**src/rtl/vga_paint.sv**
```systemverilog
// Bar-colour generator: stretches a one-cycle print pulse into a BAR_WIDTH-pixel bar
// and cycles through a fixed RGB444 palette. Define PAINT_BORDER_EN to blank each bar's first and last pixel.
module vga_paint #(
  parameter int BAR_WIDTH = 40,
  parameter int NUM_BARS  = 8
) (
  input  logic        clk,
  input  logic        reset,
  input  logic        print,
  output logic [11:0] colour,
  output logic        stat
);

  localparam logic [9:0] BAR_LEN  = 10'(BAR_WIDTH);
  localparam logic [2:0] LAST_IDX = 3'(NUM_BARS - 1);

  // Blue (00F) is deliberately absent: it is the background colour.
  function automatic logic [11:0] palette(input logic [2:0] i);
    case (i)
      3'd0:    palette = 12'hF00;
      3'd1:    palette = 12'h0F0;
      3'd2:    palette = 12'hFF0;
      3'd3:    palette = 12'hF0F;
      3'd4:    palette = 12'h0FF;
      3'd5:    palette = 12'hFFF;
      3'd6:    palette = 12'hF80;
      default: palette = 12'h888;
    endcase
  endfunction

  logic [9:0]  cnt, cnt_next;
  logic [2:0]  idx, idx_next;
  logic        stat_next;
  logic [11:0] colour_next;
`ifdef PAINT_BORDER_EN
  logic [11:0] bar_colour, bar_colour_next;
`endif

  always_comb begin
    // NOTE: every signal gets a default before any branch, so no path leaves it unassigned (no latch).
    cnt_next    = cnt;
    idx_next    = idx;
    stat_next   = 1'b0;
    colour_next = 12'h000;
`ifdef PAINT_BORDER_EN
    bar_colour_next = bar_colour;
`endif
    if (cnt == 10'd0) begin
      if (print) begin
        cnt_next  = BAR_LEN;
        stat_next = 1'b1;
        idx_next  = (idx == LAST_IDX) ? 3'd0 : idx + 3'd1;
`ifdef PAINT_BORDER_EN
        bar_colour_next = palette(idx);
`else
        colour_next = palette(idx);
`endif
      end
    end else begin
      // cnt==1 is the edge where stat falls; print is ignored for the whole bar.
      cnt_next  = cnt - 10'd1;
      stat_next = (cnt != 10'd1);
`ifdef PAINT_BORDER_EN
      // cnt==2 means the next pixel is the bar's last one, which is blanked.
      if (cnt > 10'd2) colour_next = bar_colour;
`else
      if (cnt != 10'd1) colour_next = colour;
`endif
    end
  end

  // NOTE: state registers use non-blocking assignments so all of them update together on the edge.
  always_ff @(posedge clk) begin
    if (reset) begin
      cnt    <= 10'd0;
      idx    <= 3'd0;
      stat   <= 1'b0;
      colour <= 12'h000;
`ifdef PAINT_BORDER_EN
      bar_colour <= 12'h000;
`endif
    end else begin
      cnt    <= cnt_next;
      idx    <= idx_next;
      stat   <= stat_next;
      colour <= colour_next;
`ifdef PAINT_BORDER_EN
      bar_colour <= bar_colour_next;
`endif
    end
  end

endmodule

```
**config.mk**
```make
export PLATFORM = sky130hd
export DESIGN_NAME = vga_paint
export DESIGN_NICKNAME = d
export VERILOG_FILES = /design/src/rtl/vga_paint.sv
export SDC_FILE = /design/constraint.sdc
export NUM_CORES = 1
export LEC_CHECK = 0
export CORE_ASPECT_RATIO = 1.1
export CORE_UTILIZATION = 57
export DETAILED_ROUTE_END_ITERATION = 10
export PLACE_DENSITY = 0.92
export SLEW_MARGIN = 40
export SYNTH_ARGS = -nofsm -noshare
export SYNTH_HDL_FRONTEND = slang
export SYNTH_SLANG_ARGS = --single-unit
```
**constraint.sdc**
```tcl
create_clock -name clk -period 3.55 [get_ports clk]
set_input_delay 0.71 -clock clk [delete_from_list [all_inputs] [get_ports clk]]
set_output_delay 0.71 -clock clk [all_outputs]
set_load 0.05 [all_outputs]
```
==> impl_metrics.tcl <==
set metrics [dict create \
    status "finished, final reports clean" \
    synth_edf_count 0 \
    die_y_um 49.1 \
    netlist_area_um2 1150 \
    fillers 160 \
    p_leak_nw 0.497 \
    worst_pin_slew_ps 754 \
    grt_start_max_net_pins 21 \
    layout.nets 150 \
    layout_min_cycle_time_ps 2300 \
    cts.sinks 20 \
    finalCritPeriodShare_pct 64.7 \
    die_w_um 44.8 \
    yosysTopAreaCellShare_pct 34.8 \
    netlist_top_cells_count "dfxtp_1 (20), nor2_1 (19), nand2_1 (9)" \
    area_growth_pct 11.2 \
    ctsResizeCount 0 \
    cp_cell_sequence "inv_1, ha_1, or3b_1, nor4_4, mux2i_1, nor2_1" \
    cp.required_ps 3730 \
    ys_async_sr_fraction_pct 0 \
    dp_hpwl_um 1650 \
    grt_antenna_before_repair 0 \
    power_mw 1.21 \
    multi_input_area_um2 638 \
    ys.flop_type "dfxtp_1" \
    path_delay_family "simple AND/OR/NAND/NOR gates" \
    ios 16 \
    overflow 0 \
    clock_latency_ps 300 \
    fmax_mhz 435 \
    cts_tree "done" \
    syn_nets 141 \
    drc_errors 0 \
    yosysTopAreaCell "dfxtp_1" \
    postCtsSetupRepairBufs 0 \
    tns_ps 0 \
    routed_wl_um 2220 \
    synth.most_common_cell "dfxtp_1" \
    layout-drive-gt1-share_pct 10.1 \
    worst_slew_margin_rel_pct 49.4 \
    arrival_ps 2480 \
    slowest_stage "nor4_4" \
    cts.clk_slew.worst_paths_ps 110 \
    grt_pass1_vias 853 \
    setup_viol 0 \
    cts_buffer_depth 2 \
    use_met2_pct 39.7 \
    rsz0062_at_grt "false" \
    met1_usage_pct 24.5 \
    synth_area_leaders "dfxtp_1 (35%), ha_1 (8.7%), nor2_1 (6.2%)" \
    htreeDepth 1 \
    drt_iter0_markers 24 \
    rows 16 \
    num_vias 918 \
    ctsRootBufferMaster "clkbuf_4" \
    synth.avg_cell_area_um2 8.85 \
    cp-end-kind "flip-flop" \
    ant_nets 0 \
    core_um2 1840 \
    fin_skew_ps 6.00 \
    numCtsBuffers 3 \
    drt-vias-per-instance 5.56 \
    vdd_drop_max_v 0.000460 \
    path_max_fanout 13 \
    globalplace.congestion 0.845 \
    die_area_um2 2200 \
    hold_viol 0 \
    top_usage_layer "met2" \
    port_buffers 15 \
    register_area_um2 400 \
    ys_seq_elements 20 \
    ys_warn_count 0 \
    synthDistinctLibCells 36 \
    path_buf_inv 1 \
    cap_violations 0 \
    first_pass_iters 4 \
    critPathMaxStageDelay_ps 680 \
    yosysSeqAreaShare_pct 34.8 \
    syn-instance-count 130 \
    track_usage_pct 22.0 \
    power.density_nw_per_um2 943 \
    met3_usage_pct 3.70 \
    start_util_pct 62.5 \
    antennaDiodeCount 0 \
    critPathKind "flip-flop to flip-flop" \
    grt_pass1_wl_um 3620 \
    timing_max_transition_violations_final 0 \
    hold_buffers 0 \
    critPathLaunchType "flip-flop" \
    avgRoutedWirePerCell_um 13.5 \
    worstHoldPathType "flip-flop to flip-flop" \
]
-- logic make-up after synthesis --
| logic type | Yosys count | synth area share [%] |
|---|---|---|
| AND/OR/NAND/NOR | 51 | 25.1 |
| AO/OA/AOI/OAI | 25 | 14.6 |
| flip-flops | 20 | 34.8 |
| buffers and inverters | 18 | 9.78 |
| adder cells (fa/ha/maj) | 8 | 8.70 |
| multiplexers | 7 | 6.30 |
| XOR/XNOR | 1 | 0.761 |
-- registers in the layout, summed over array words and instances (netlist names) --
register and flops:
cnt 10, stat 1, colour 6, idx 3
-- cell usage in the layout, fill, tap and decap left out, types with 2 or more instances in the layout --
cell type,n
o21ai_0,5
a22oi_1,3
mux2_2,2
nand2_1,9
nand3_1,2
clkbuf_4,3
a21oi_2,3
nor3_1,5
nor2_1,19
nor3b_1,2
dfxtp_1,20
nor4_4,2
or4_1,3
a21oi_1,5
clkdlybuf4s50_1,14
inv_1,7
nor4_1,3
ha_1,8
mux2i_1,5
a211oi_1,3
-- worst reg2reg max path, cell delays in order, from the launching register on --
cell and delay [ps]:
dfxtp_1 370, inv_1 100, ha_1 240, or3b_1 490, nor4_4 680, mux2i_1 260
nor2_1 50
-- per-stage QoR --
stage                     util, %  cells  setup slack, ps  cell area [um^2]  hold slack, ps
after global placement       67.8    161             1150              1250             458
after global routing         69.5    165             1140              1280             525
final                        69.5    165             1250              1280             497
after CTS                    69.8    165             1250              1280             496
after detailed placement     67.8    161             1120              1250             469
after floorplan                 -    130             1730              1150             469
-- power by group --
group          internal (mW)  total [mW]  switching, mW
clock network         0.0626       0.131         0.0684
logic                  0.277       0.686          0.408
registers              0.296       0.390         0.0931
total                  0.637        1.21          0.570
-- per-layer routing --
layer / up-vias / wire, um
met5: - / 0
met4: 0 / 29
met3: 4 / 89
met2: 24 / 1160
met1: 425 / 942
li1: 465 / -
-- worst paths after layout --
path	start	end	slack (ps)	depth (start not counted)
worst max register to register	cnt[0]$_SDFFE_PP0P_	idx[1]$_SDFFE_PP0P_	1250	6
worst min-delay path	colour[7]$_SDFFE_PP0P_	colour[7]$_SDFFE_PP0P_	500	2
worst min register to register	colour[7]$_SDFFE_PP0P_	colour[7]$_SDFFE_PP0P_	500	2
worst max-delay path	cnt[0]$_SDFFE_PP0P_	idx[1]$_SDFFE_PP0P_	1250	6
-- area by class of cell --
type | instances | area share (%)
clock buffers | 4 | 2.83
inverters | 7 | 2.05
multi-input cells | 92 | 49.9
flip-flops and latches | 20 | 31.3
well taps | 27 | 2.64
repair buffers | 15 | 11.3
Note: power is estimated with default switching activity, not from simulation.
